[config.mk]
export PLATFORM = sky130hd
export DESIGN_NAME = eth_vlg_sess_ctl
export DESIGN_NICKNAME = d
export VERILOG_FILES = /design/src/rtl/eth_vlg_sess_ctl.sv
export SDC_FILE = /design/constraint.sdc
export NUM_CORES = 1
export LEC_CHECK = 0
export BUFFER_PORTS_ARGS = -buffer_cell sky130_fd_sc_hd__buf_2
export CAP_MARGIN = 20
export CORE_MARGIN = 2
export CORE_UTILIZATION = 55
export CTS_CLUSTER_DIAMETER = 200
export DETAILED_ROUTE_END_ITERATION = 10
export GPL_TIMING_DRIVEN = 0
export PLACE_DENSITY = 0.87
export SYNTH_ARGS = -nofsm -noshare
export SYNTH_HDL_FRONTEND = slang
export SYNTH_SLANG_ARGS = --single-unit
[constraint.sdc]
create_clock -name clk_i -period 7.6 [get_ports clk_i]
set_input_delay 0.76 -clock clk_i [delete_from_list [all_inputs] [get_ports clk_i]]
set_output_delay 0.76 -clock clk_i [all_outputs]
set_load 0.02 [all_outputs]
[src/rtl/eth_vlg_sess_ctl.sv]
// Session sequencer for the eth_vlg core: DHCP once per enable, then connect/listen with timeout,
// retry backoff and bounded failure. Define ETH_VLG_SESS_BACKOFF_EN for exponential backoff.
module eth_vlg_sess_ctl #(
  parameter int unsigned CONNECT_TIMEOUT   = 125000000,
  parameter int unsigned RETRY_DELAY       = 1250000,
  parameter int unsigned MAX_RETRIES       = 8,
  parameter int unsigned BACKOFF_MAX_SHIFT = 4
) (
  input  logic        clk_i,
  input  logic        rst_i,
  input  logic        en_i,
  input  logic        server_i,
  input  logic [31:0] cfg_rem_ipv4_i,
  input  logic [15:0] cfg_rem_port_i,
  input  logic [15:0] cfg_loc_port_i,
  input  logic        ready_i,
  input  logic        dhcp_success_i,
  input  logic        dhcp_fail_i,
  input  logic        idle_i,
  input  logic        listening_i,
  input  logic        connected_i,
  output logic        dhcp_start_o,
  output logic        connect_o,
  output logic        listen_o,
  output logic [31:0] rem_ipv4_o,
  output logic [15:0] rem_port_o,
  output logic [15:0] loc_port_o,
  output logic        up_o,
  output logic        fail_o,
  output logic [3:0]  state_o,
  output logic [7:0]  retries_o
);

  localparam logic [3:0] ST_IDLE      = 4'd0;
  localparam logic [3:0] ST_DHCP      = 4'd1;
  localparam logic [3:0] ST_ARM       = 4'd2;
  localparam logic [3:0] ST_WAIT_CONN = 4'd3;
  localparam logic [3:0] ST_UP        = 4'd4;
  localparam logic [3:0] ST_DROP      = 4'd5;
  localparam logic [3:0] ST_BACKOFF   = 4'd6;
  localparam logic [3:0] ST_FAIL      = 4'd7;
  localparam logic [3:0] ST_CLOSE     = 4'd8;

  localparam logic [31:0] CT_LAST   = CONNECT_TIMEOUT - 32'd1;
  localparam logic [31:0] RD_W      = RETRY_DELAY;
  localparam logic [31:0] MAX_RET_W = MAX_RETRIES;

  logic [3:0]  state_q, state_d;
  logic [31:0] timer_q, timer_d;
  logic [7:0]  retries_q, retries_d, retries_inc;
  logic        dhcp_start_q, dhcp_start_d;
  logic        connect_q, connect_d;
  logic        listen_q, listen_d;
  logic        up_q, up_d;
  logic        fail_q, fail_d;
  logic [31:0] rem_ipv4_q, rem_ipv4_d;
  logic [15:0] rem_port_q, rem_port_d;
  logic [15:0] loc_port_q, loc_port_d;
  logic [31:0] backoff_delay;
  logic        sess_hold;

  // These core status pins are not needed for sequencing.
  logic unused_status;
  assign unused_status = ^{dhcp_success_i, dhcp_fail_i, listening_i};

`ifdef ETH_VLG_SESS_BACKOFF_EN
  logic [31:0] shift_amt;
  logic [63:0] delay_wide;
  logic        delay_sat;

  always_comb begin
    shift_amt = (retries_q == 8'd0) ? 32'd0 : {24'd0, retries_q - 8'd1};
    if (shift_amt > BACKOFF_MAX_SHIFT) shift_amt = BACKOFF_MAX_SHIFT;
    delay_wide = {32'd0, RD_W} << shift_amt;
    // Shifts past 32 lose bits off the wide word, so saturate on the operand instead.
    if (shift_amt > 32'd32) delay_sat = (RD_W != 32'd0);
    else                    delay_sat = |delay_wide[63:32];
    backoff_delay = delay_sat ? 32'hFFFF_FFFF : delay_wide[31:0];
  end
`else
  localparam logic [31:0] BMS_UNUSED = BACKOFF_MAX_SHIFT;
  assign backoff_delay = RD_W;
`endif

  assign retries_inc = (retries_q == 8'hFF) ? retries_q : retries_q + 8'd1;

  always_comb begin
    state_d   = state_q;
    timer_d   = (timer_q == 32'hFFFF_FFFF) ? timer_q : timer_q + 32'd1;
    retries_d = retries_q;
    case (state_q)
      ST_IDLE: if (en_i) state_d = ST_DHCP;
      ST_DHCP: if (ready_i) state_d = ST_ARM;
      ST_ARM: begin
        state_d = ST_WAIT_CONN;
        timer_d = 32'd0;
      end
      ST_WAIT_CONN: begin
        if (connected_i) begin
          state_d   = ST_UP;
          retries_d = 8'd0;
        end else if (!listen_q && timer_q == CT_LAST) begin
          state_d   = ST_DROP;
          retries_d = retries_inc;
        end
      end
      ST_UP: begin
        if (!connected_i) begin
          state_d   = ST_DROP;
          retries_d = retries_inc;
        end
      end
      ST_DROP: begin
        if (idle_i) begin
          if (MAX_RET_W != 32'd0 && {24'd0, retries_q} >= MAX_RET_W) begin
            state_d = ST_FAIL;
          end else begin
            state_d = ST_BACKOFF;
            timer_d = 32'd0;
          end
        end
      end
      ST_BACKOFF: if (timer_q == backoff_delay - 32'd1) state_d = ST_ARM;
      ST_FAIL:    if (!en_i) state_d = ST_IDLE;
      ST_CLOSE:   if (idle_i) state_d = ST_IDLE;
      default:    state_d = ST_IDLE;
    endcase

    // Tear-down overrides whatever the session was about to do this cycle.
    if (!en_i && state_q != ST_IDLE && state_q != ST_FAIL && state_q != ST_CLOSE) begin
      state_d   = ST_CLOSE;
      retries_d = retries_q;
    end
    if (state_d == ST_IDLE) retries_d = 8'd0;

    sess_hold    = (state_d == ST_WAIT_CONN) || (state_d == ST_UP);
    dhcp_start_d = (state_q == ST_DHCP) && (state_d == ST_DHCP);
    connect_d    = 1'b0;
    listen_d     = 1'b0;
    if (sess_hold) begin
      if (state_q == ST_ARM) begin
        connect_d = !server_i;
        listen_d  = server_i;
      end else begin
        connect_d = connect_q;
        listen_d  = listen_q;
      end
    end
    up_d   = (state_q == ST_UP) && (state_d == ST_UP);
    fail_d = (state_d == ST_FAIL);

    rem_ipv4_d = rem_ipv4_q;
    rem_port_d = rem_port_q;
    loc_port_d = loc_port_q;
    if (state_q == ST_ARM) begin
      rem_ipv4_d = cfg_rem_ipv4_i;
      rem_port_d = cfg_rem_port_i;
      loc_port_d = cfg_loc_port_i;
    end
    if (state_d == ST_IDLE) begin
      rem_ipv4_d = 32'd0;
      rem_port_d = 16'd0;
      loc_port_d = 16'd0;
    end
  end

  always_ff @(posedge clk_i) begin
    if (!rst_i) begin
      state_q      <= ST_IDLE;
      timer_q      <= 32'd0;
      retries_q    <= 8'd0;
      dhcp_start_q <= 1'b0;
      connect_q    <= 1'b0;
      listen_q     <= 1'b0;
      up_q         <= 1'b0;
      fail_q       <= 1'b0;
      rem_ipv4_q   <= 32'd0;
      rem_port_q   <= 16'd0;
      loc_port_q   <= 16'd0;
    end else begin
      state_q      <= state_d;
      timer_q      <= timer_d;
      retries_q    <= retries_d;
      dhcp_start_q <= dhcp_start_d;
      connect_q    <= connect_d;
      listen_q     <= listen_d;
      up_q         <= up_d;
      fail_q       <= fail_d;
      rem_ipv4_q   <= rem_ipv4_d;
      rem_port_q   <= rem_port_d;
      loc_port_q   <= loc_port_d;
    end
  end

  assign dhcp_start_o = dhcp_start_q;
  assign connect_o    = connect_q;
  assign listen_o     = listen_q;
  assign up_o         = up_q;
  assign fail_o       = fail_q;
  assign rem_ipv4_o   = rem_ipv4_q;
  assign rem_port_o   = rem_port_q;
  assign loc_port_o   = loc_port_q;
  assign state_o      = state_q;
  assign retries_o    = retries_q;

endmodule

==> load_flow_metrics.sql <==
INSERT INTO impl_metrics (metric_group, metric, value, unit) VALUES
('timing', 'post-route-min-period', '3.01', 'ns'),
('drt', 'routed_wire_length_per_instance', '15.5', 'um'),
('clock_network', 'clkTransAtPathRegs', '0.06', 'ns'),
('critical_path', 'worstPathMaxFanout', '10', ''),
('finish', 'layout.core_utilization', '72.6', '%'),
('yosys', 'synthAdderAreaFrac', '0.776', '%'),
('yosys', 'synthesis.nets', '684', ''),
('yosys', 'yosysMostFrequentCell', 'nand2_1', ''),
('yosys', 'gate_count_of_the_mapped_netlist', '607', ''),
('place', 'hpwlAfterDp', '9.93', 'mm'),
('power', 'power_density', '246', 'nW/um2'),
('power', 'leakagePower', '2.47', 'nW'),
('critical_path', 'start_kind', 'register', ''),
('timing', 'worst_margin_slew', '0.706', 'ns'),
('finish', 'flow.area_growth_from_synthesis', '29.6', '%'),
('drt', 'postRouteWirelength', '13.9', 'mm'),
('floorplan', 'floorplan.die.height', '97.8', 'um'),
('timing', 'setup_violations', '0', ''),
('place', 'gp_congestion', '0.907', ''),
('timing', 'hold_viol', '0', ''),
('floorplan', 'core_region_area', '8640', 'um2'),
('critical_path', 'crit_path_start', 'timer_q[0]$_SDFF_PN0_', ''),
('yosys', 'synth_top_cells_by_count', '150 x nand2_1, 113 x dfxtp_1, 75 x a21oi_1, 53 x nor2_1', ''),
('yosys', 'netlist.area_leader.share', '46.8', '%'),
('critical_path', 'worst-path-buf-inv', '1', ''),
('timing', 'setup_repair_after_global_routing_missed_its_margin', 'false', ''),
('timing', 'clock_skew', '0.00734', 'ns'),
('clock_network', 'cts_inserted_buffers', '17', ''),
('finish', 'layout.nets', '855', ''),
('critical_path', 'regToRegEndpoint', 'timer_q[23]$_SDFF_PN0_', ''),
('drt', 'initial_drt_markers', '307', ''),
('clock_network', 'cts-htree-levels', '4', ''),
('critical_path', 'worst_path_largest_cell_delay', '0.61', 'ns'),
('hold_path', 'hold_path.class', 'reg2reg', ''),
('yosys', 'dominantRegCellSynth', 'dfxtp_1', ''),
('clock_network', 'worstSkewPairLatency', '0.51', 'ns'),
('yosys', 'part_of_the_yosys_area_used_for_sequential_elements', '46.8', '%'),
('finish', 'layout-drive-gt1-share', '25.7', '%'),
('yosys', 'synth_top_family_by_area', 'simple AND/OR/NAND/NOR gates', ''),
('yosys', 'yosysUniqueCellTypes', '53', ''),
('yosys', 'synth-simple-area-share', '28.9', '%'),
('yosys', 'yosys_warnings', '0', ''),
('clock_network', 'numClockSinks', '113', ''),
('drt', 'vias', '5050', ''),
('timing', 'maxSlewViolCount', '0', ''),
('critical_path', 'cp_num_cells', '8', ''),
('grt', 'antenna_found_initial', '0', ''),
('critical_path', 'reg2reg_slack', '4.59', 'ns'),
('grt', 'grt_first_pass_wirelength', '22.7', 'mm'),
('clock_network', 'cts_post_setup_buffers_inserted', '0', ''),
('timing', 'setup-tns-final', '0', 'ns'),
('flow_run', 'max-cap-violations', '0', ''),
('yosys', 'multiplexer_fraction_of_the_synthesized_cell_area', '0.414', '%'),
('critical_path', 'worst_setup_path_endpoint', 'timer_q[23]$_SDFF_PN0_', ''),
('timing', 'timing.final.crit_share', '39.5', '%'),
('floorplan', 'initial_utilization', '56.0', '%'),
('critical_path', 'crit_path_top_delay_cell', 'nor4_2', ''),
('yosys', 'yosys_register_bits', '113', ''),
('grt', 'grt_remaining_overflow', '0', ''),
('yosys', 'async_reset_ff_share', '0', '%'),
('finish', 'insertedDiodeCount', '0', ''),
('critical_path', 'worstPathCellList', 'ha_1 -> nand3_1 -> or3_1 -> nor4_2 -> clkbuf_1 -> nor3_1 -> xnor2_1 -> nor2_1', ''),
('yosys', 'ys_top_cells_by_area', 'dfxtp_1 47%, nand2_1 12%, a21oi_1 7.8%, xnor2_1 4.5%, nor2_1 4.1%', ''),
('clock_network', 'clock_path_buffers', '2', ''),
('yosys', 'synth.largest_area_cell', 'dfxtp_1', ''),
('critical_path', 'setup_crit_end_kind', 'register', ''),
('yosys', 'post_synth_xor_area_fraction', '5.61', '%'),
('yosys', 'synth_compound_area_share', '13.5', '%'),
('outcome', 'result_of_the_run', 'complete, no violations', ''),
('power', 'design_power', '1.54', 'mW'),
('clock_network', 'tritoncts', 'done', '');
-- metrics by stage --
| stage | hold slack [ns] | area [um2] | instances | setup slack, ns |
|---|---|---|---|---|
| floorplan | 0.502 | 4840 | 607 | 5.10 |
| global placement | 0.439 | 5730 | 866 | 4.75 |
| detailed placement | 0.443 | 5730 | 866 | 4.74 |
| CTS | 0.451 | 6260 | 897 | 4.64 |
| global route | 0.472 | 6270 | 898 | 4.35 |
| finish | 0.449 | 6270 | 898 | 4.59 |
-- layout by cell type (no fill, tap or decap), types with 3 or more instances in the layout --
cell | synthesis | routed
a211oi_2 | 3 | 3
a21oi_1 | 75 | 75
a311oi_1 | 3 | 3
a31oi_1 | 3 | 3
and3_1 | 6 | 6
buf_2 | 2 | 153
buf_4 | 7 | 7
clkbuf_1 | 21 | 21
clkbuf_16 | 0 | 16
clkinv_2 | 0 | 5
clkinv_4 | 0 | 4
clkinvlp_4 | 0 | 4
dfxtp_1 | 113 | 113
ha_1 | 3 | 3
inv_1 | 9 | 9
nand2_1 | 150 | 150
nand3_1 | 25 | 25
nand4_1 | 14 | 14
nor2_1 | 53 | 53
nor2b_1 | 4 | 4
nor3_1 | 18 | 18
nor4_1 | 14 | 14
o21ai_0 | 7 | 7
or3_1 | 6 | 6
xnor2_1 | 25 | 25
xor2_1 | 6 | 6
-- flip-flops by register name, summed over array words and instances (netlist names) --
signal and flops:
up_o 1, timer_q 32, retries_o 8, connect_o 1, loc_port_o 16, dhcp_start_o 1
fail_o 1, listen_o 1, rem_ipv4_o 32, rem_port_o 16, state_o 4
-- metal layers --
metal / wire, um / track usage, % / vias to the layer above
met2: 6980 / 50.2 / 242
met1: 5610 / 35.4 / 2335
met3: 1000 / 7.16 / 39
met5: 0 / 0 / -
met4: 340 / 9.83 / 0
li1: - / - / 2434
-- tightest hold or removal path, cell delays in order (launching register included) --
cell     delay (ns)
dfxtp_1        0.30
nand2_1        0.05
a21oi_1        0.05
-- cell type report --
type	instances	area, um2
multi-input cells	452	2380
fillers	639	2370
flip-flops and latches	113	2260
repair buffers	152	763
clock buffers	17	414
plain buffers	33	161
well taps	108	135
clock inverters	14	120
inverters	9	33.8
-- power by group --
part	total [mW]	switching, mW	internal, mW
Clock	0.711	0.283	0.428
Sequential	0.623	0.0133	0.610
Combinational	0.206	0.138	0.0676
-- worst min path at each step --
| stage | start | end | slack (ns) |
|---|---|---|---|
| 6_report | rem_ipv4_o[26]$_SDFFE_PP0P_ | rem_ipv4_o[26]$_SDFFE_PP0P_ | 0.45 |
| 3_5_place_dp | rem_ipv4_o[6]$_SDFFE_PP0P_ | rem_ipv4_o[6]$_SDFFE_PP0P_ | 0.44 |
| 3_3_place_gp | rem_ipv4_o[7]$_SDFFE_PP0P_ | rem_ipv4_o[7]$_SDFFE_PP0P_ | 0.44 |
| 2_1_floorplan | timer_q[15]$_SDFF_PN0_ | timer_q[15]$_SDFF_PN0_ | 0.50 |
| 5_1_grt | rem_ipv4_o[26]$_SDFFE_PP0P_ | rem_ipv4_o[26]$_SDFFE_PP0P_ | 0.47 |
| 4_1_cts | rem_ipv4_o[6]$_SDFFE_PP0P_ | rem_ipv4_o[6]$_SDFFE_PP0P_ | 0.45 |
-- kinds of logic after synthesis --
family / after synthesis
xor+xnor: 31
mux: 2
flops: 113
compound gates: 109
buf+inv: 42
simple gates: 307
fa+ha+maj: 3
(Power assumes the default switching activity.)
